--- src/rtl/memory_stage_queue.sv ---
// Multi-lane in-order queue between execute and memory/writeback.
// Takes up to LANES payloads per cycle (compacted) and presents the LANES oldest, retiring in order.
module memory_stage_queue #(
    parameter int unsigned WIDTH = 256,
    parameter int unsigned DEPTH = 8,
    parameter int unsigned LANES = 2
) (
    input  logic                         clk,
    input  logic                         reset,
    input  logic                         flush,
    input  logic [LANES-1:0]             in_valid,
    input  logic [LANES*WIDTH-1:0]       in_data,
    output logic                         in_ready,
    output logic [LANES-1:0]             out_valid,
    output logic [LANES*WIDTH-1:0]       out_data,
    input  logic [LANES-1:0]             out_ready,
    output logic [$clog2(DEPTH+1)-1:0]   count
);

    localparam int unsigned PW = $clog2(DEPTH);
    localparam int unsigned CW = $clog2(DEPTH+1);
    localparam logic [CW-1:0] MaxFill = CW'(DEPTH - LANES);

    logic [WIDTH-1:0] mem [DEPTH];
    logic [PW-1:0]    rd_ptr_q, rd_ptr_d;
    logic [PW-1:0]    wr_ptr_q, wr_ptr_d;
    logic [CW-1:0]    count_q, count_d;

    logic             do_enq;
    logic [CW-1:0]    enq_n;
    logic [CW-1:0]    enq_cnt;
    logic [CW-1:0]    deq_n;
    logic [PW-1:0]    enq_off [LANES];
    logic             run;

    // Readiness uses registered occupancy only; a same-cycle dequeue earns no credit.
    assign in_ready = (count_q <= MaxFill);
    assign do_enq   = in_ready && !flush;
    assign count    = count_q;

    // Compaction: each valid lane lands at wr_ptr plus the number of valid lanes below it.
    always_comb begin
        enq_n = '0;
        for (int i = 0; i < LANES; i++) begin
            enq_off[i] = PW'(enq_n);
            if (in_valid[i]) begin
                enq_n = enq_n + CW'(1);
            end
        end
    end

    assign enq_cnt = do_enq ? enq_n : '0;

    always_comb begin
        out_valid = '0;
        out_data  = '0;
        for (int i = 0; i < LANES; i++) begin
            out_valid[i]                 = (count_q > CW'(i));
            out_data[i*WIDTH +: WIDTH]   = mem[rd_ptr_q + PW'(i)];
        end
    end

    // Only the leading run of accepted lanes retires; anything past a stalled lane stays.
    always_comb begin
        deq_n = '0;
        run   = 1'b1;
        for (int i = 0; i < LANES; i++) begin
            if (run && out_valid[i] && out_ready[i]) begin
                deq_n = deq_n + CW'(1);
            end else begin
                run = 1'b0;
            end
        end
    end

    always_comb begin
        rd_ptr_d = rd_ptr_q + PW'(deq_n);
        wr_ptr_d = wr_ptr_q + PW'(enq_cnt);
        count_d  = count_q + enq_cnt - deq_n;
    end

    always_ff @(posedge clk) begin
        if (reset) begin
            rd_ptr_q <= '0;
            wr_ptr_q <= '0;
            count_q  <= '0;
        end else if (flush) begin
            rd_ptr_q <= '0;
            wr_ptr_q <= '0;
            count_q  <= '0;
        end else begin
            rd_ptr_q <= rd_ptr_d;
            wr_ptr_q <= wr_ptr_d;
            count_q  <= count_d;
        end
    end

    // Storage is never cleared; flush and reset only move the pointers.
    always_ff @(posedge clk) begin
        if (do_enq) begin
            for (int i = 0; i < LANES; i++) begin
                if (in_valid[i]) begin
                    mem[wr_ptr_q + enq_off[i]] <= in_data[i*WIDTH +: WIDTH];
                end
            end
        end
    end

    always_ff @(posedge clk) begin
        if (!reset) begin
            assert (count_q <= CW'(DEPTH));
            assert (deq_n <= count_q);
        end
    end

endmodule

--- config.mk ---
export PLATFORM = sky130hd
export DESIGN_NAME = memory_stage_queue
export DESIGN_NICKNAME = d
export VERILOG_FILES = /design/src/rtl/memory_stage_queue.sv
export SDC_FILE = /design/constraint.sdc
export NUM_CORES = 2
export LEC_CHECK = 0
export BUFFER_PORTS_ARGS = -buffer_cell sky130_fd_sc_hd__buf_2
export CAP_MARGIN = 20
export CORE_UTILIZATION = 37
export DETAILED_ROUTE_END_ITERATION = 8
export RECOVER_POWER = 100
export SLEW_MARGIN = 25
export SYNTH_ARGS = -nofsm -noshare
export SYNTH_HDL_FRONTEND = slang
export SYNTH_SLANG_ARGS = --single-unit
--- constraint.sdc ---
create_clock -name clk -period 46 [get_ports clk]
set_input_delay 9.2 -clock clk [delete_from_list [all_inputs] [get_ports clk]]
set_output_delay 9.2 -clock clk [all_outputs]
set_load 0.05 [all_outputs]
==> results.toml <==
[floorplan]
die-area_um2 = 318000
rows = 206
dieWidth_um = 564
pin_count = 1038
die-height_um = 564
initial_core_util = 0.372
coreArea_um2 = 315000

[cts]
cts_buffer_depth = 4
clk_pin_slew_ns = 0.06
clock_sinks = 2058
holdBufCountCts = 0
numCtsBuffers = 236
clkLatencyLatePin_ns = 0.94
root_buffer = "clkbuf_16"
cts_setup_buffers = 0
cts_tree = "yes"
post_cts_resized = 0
htreeDepth = 4

[critical_path]
reg2reg_from = "count[3]"
required_ns = 36.80
critPathKind = "reg -> out"
cp-end-kind = "primary output"
r2r_end = "mem[1][49]"
worstPathArrival_ns = 19.65
cp-start-kind = "flip-flop"
worstPathMaxFanout = 57
r2r_slack_ns = 26.20
rr_worst_depth = 11

[min_path]
holdPathEnd = "wr_ptr_q[2]"
hold_depth = 2
hp-class = "reg -> reg"
hp-start = "wr_ptr_q[2]"

[placement]
portBuffers = 1037
gp_congestion = 0.798
dpl.hpwl_um = 230000
dp_cells = 11100
placed_area_um2 = 126000

[timing]
finClkSkew_ns = 0.0748
relSlewSlack = -6.14
max_freq_mhz = 34.7
finalSetupViolations = 0
post-route-min-period_ns = 28.85
rsz0062_at_grt = "false"
slew_viol_final = 5424
worst_pin_slew_ns = 10.72
setup_tns_ns = 0
hold_viol_final = 0
fin_crit_sh = 0.627

[yosys]
synth_cell_types = 36
synth_top_area_share = 0.526
synthArstFlopShare = 0
syn_inst = 6240
yosys_warnings = 0
yosysSeqAreaShare = 0.527
synthTopCellsByCount = "2048 x edfxtp_1, 2022 x mux2_2, 1024 x mux4_2, 509 x mux2_1, 273 x buf_2"
syn_avg_cell_area_um2 = 18.8
synth_nets = 6776
yosysMostFrequentCell = "edfxtp_1"
synth_edf_count = 2048
yosys_register_bits = 2058
synthTopCellsByArea = "edfxtp_1 53%, mux4_2 20%, mux2_2 19%, mux2_1 4.9%, buf_2 1.2%"
synthesis.area_um2 = 117000
synth_area_leader_cell = "edfxtp_1"
ys.flop_type = "edfxtp_1"

[pwr]
p_total_mw = 5.96
peakVddDrop_mv = 0.0383
power_density_nw_per_um2 = 45.1
p_leak_nw = 41.5

[final_layout]
layout.nets = 7679
final_cells = 11600
design_area_um2 = 132000
syn2layout_area_growth_pct = 13.0
finish.utilization = 0.420
drive_gt1_frac = 0.536

[drt]
vias_per_cell = 5.97
drcViolationCount = 0
ant_nets = 0
drt_pass1_iterations = 5
totalWireLength_um = 383000
num_vias = 69100
drtIter0Drc = 6050
detail_route.wl_per_cell_um = 33.2

[global_routing]
grt_max_degree = 128
grt_pass1_wl_um = 539000
grt_usage = 0.234
grt_antenna_before_repair = 188
grt.overflow.total = 0
grt_pass1_vias = 71300

[run_status]
status = "complete, but fails checks"
violations = "max-capacitance violations, max-slew violations"

[flow_run]
drv_cap = 126
-- final cells by class --
cell class                 count  area, um^2
clock buffer                 289        6100
sequential                  2058       61700
tap                         4160        5200
clock inverter               142        1090
inverter                      10        37.5
timing repair buffer        1179        5400
fill                       28100      182000
antenna                       71         178
multi-input combinational   3658       52500
-- metal layers --
layer / up-vias / track usage / wire length [um]
met3: 722 / 0.0697 / 35400
met4: 134 / 0.0745 / 12400
li1: 28400 / - / -
met1: 37100 / 0.296 / 151000
met5: - / 0 / 841
met2: 2711 / 0.384 / 183000
-- kinds of logic (layout without fill, tap and decap cells) --
family | after synthesis | in the layout | synth area share
simple gates | 39 | 39 | 0.00195
flops | 2058 | 2058 | 0.527
xor+xnor | 7 | 7 | 0.000588
fa+ha+maj | 17 | 17 | 0.00207
mux | 3585 | 3585 | 0.445
other cells | 0 | 71 | 0
compound gates | 10 | 10 | 0.000642
buf+inv | 524 | 1620 | 0.0229
-- registers in the layout (all words and copies together) (netlist names) --
| name | count |
|---|---|
| rd_ptr_q | 3 |
| wr_ptr_q | 3 |
| mem | 2048 |
| count | 4 |
-- per-stage QoR --
| step | hold slack [ns] | worst slack [ns] |
|---|---|---|
| 3_3_place_gp | 0.614 | 29.35 |
| 2_1_floorplan | 0.574 | 9.40 |
| 5_1_grt | 0.696 | 15.08 |
| 3_5_place_dp | 0.651 | 29.35 |
| 4_1_cts | 0.669 | 28.31 |
| 6_report | 0.663 | 17.15 |
-- power by group --
group          internal (mW)  switching [mW]  total (mW)
clock network           1.01           0.802        1.81
logic                  0.710            1.27        1.98
registers               2.14          0.0297        2.17
total                   3.86            2.10        5.96
-- worst max-delay path, cell delays in order (launching register included) --
cell      delay, ns
dfxtp_1        1.60
clkbuf_1       2.40
clkbuf_1       2.54
clkbuf_1       2.00
clkbuf_1       2.13
clkbuf_1       2.66
clkbuf_1       2.90
buf_4          0.97
mux4_2         0.59
mux2_2         0.32
clkbuf_1       0.35
-- worst max-delay path by stage --
stage / cells past startpoint / slack [ns] / start / endpoint
finish: 10 / 17.15 / rd_ptr_q[0] / out_data[334]
global route: 10 / 15.08 / rd_ptr_q[0] / out_data[379]
CTS: 10 / 28.31 / rd_ptr_q[1] / out_data[70]
detailed placement: 10 / 29.35 / rd_ptr_q[1] / out_data[70]
global placement: 10 / 29.35 / rd_ptr_q[1] / out_data[70]
floorplan: 3 / 9.40 / flush / mem[0][0]
-- cell usage in the layout (no fill, tap or decap), drive strengths merged, types with 12 or more instances in the layout --
| cell | n |
|---|---|
| buf | 671 |
| bufinv | 12 |
| mux4 | 1024 |
| mux2 | 2560 |
| ha | 13 |
| clkbuf | 797 |
| edfxtp | 2048 |
| inv | 15 |
| diode | 71 |
| clkinv | 122 |
No activity file was read; power rests on OpenSTA's default activity.
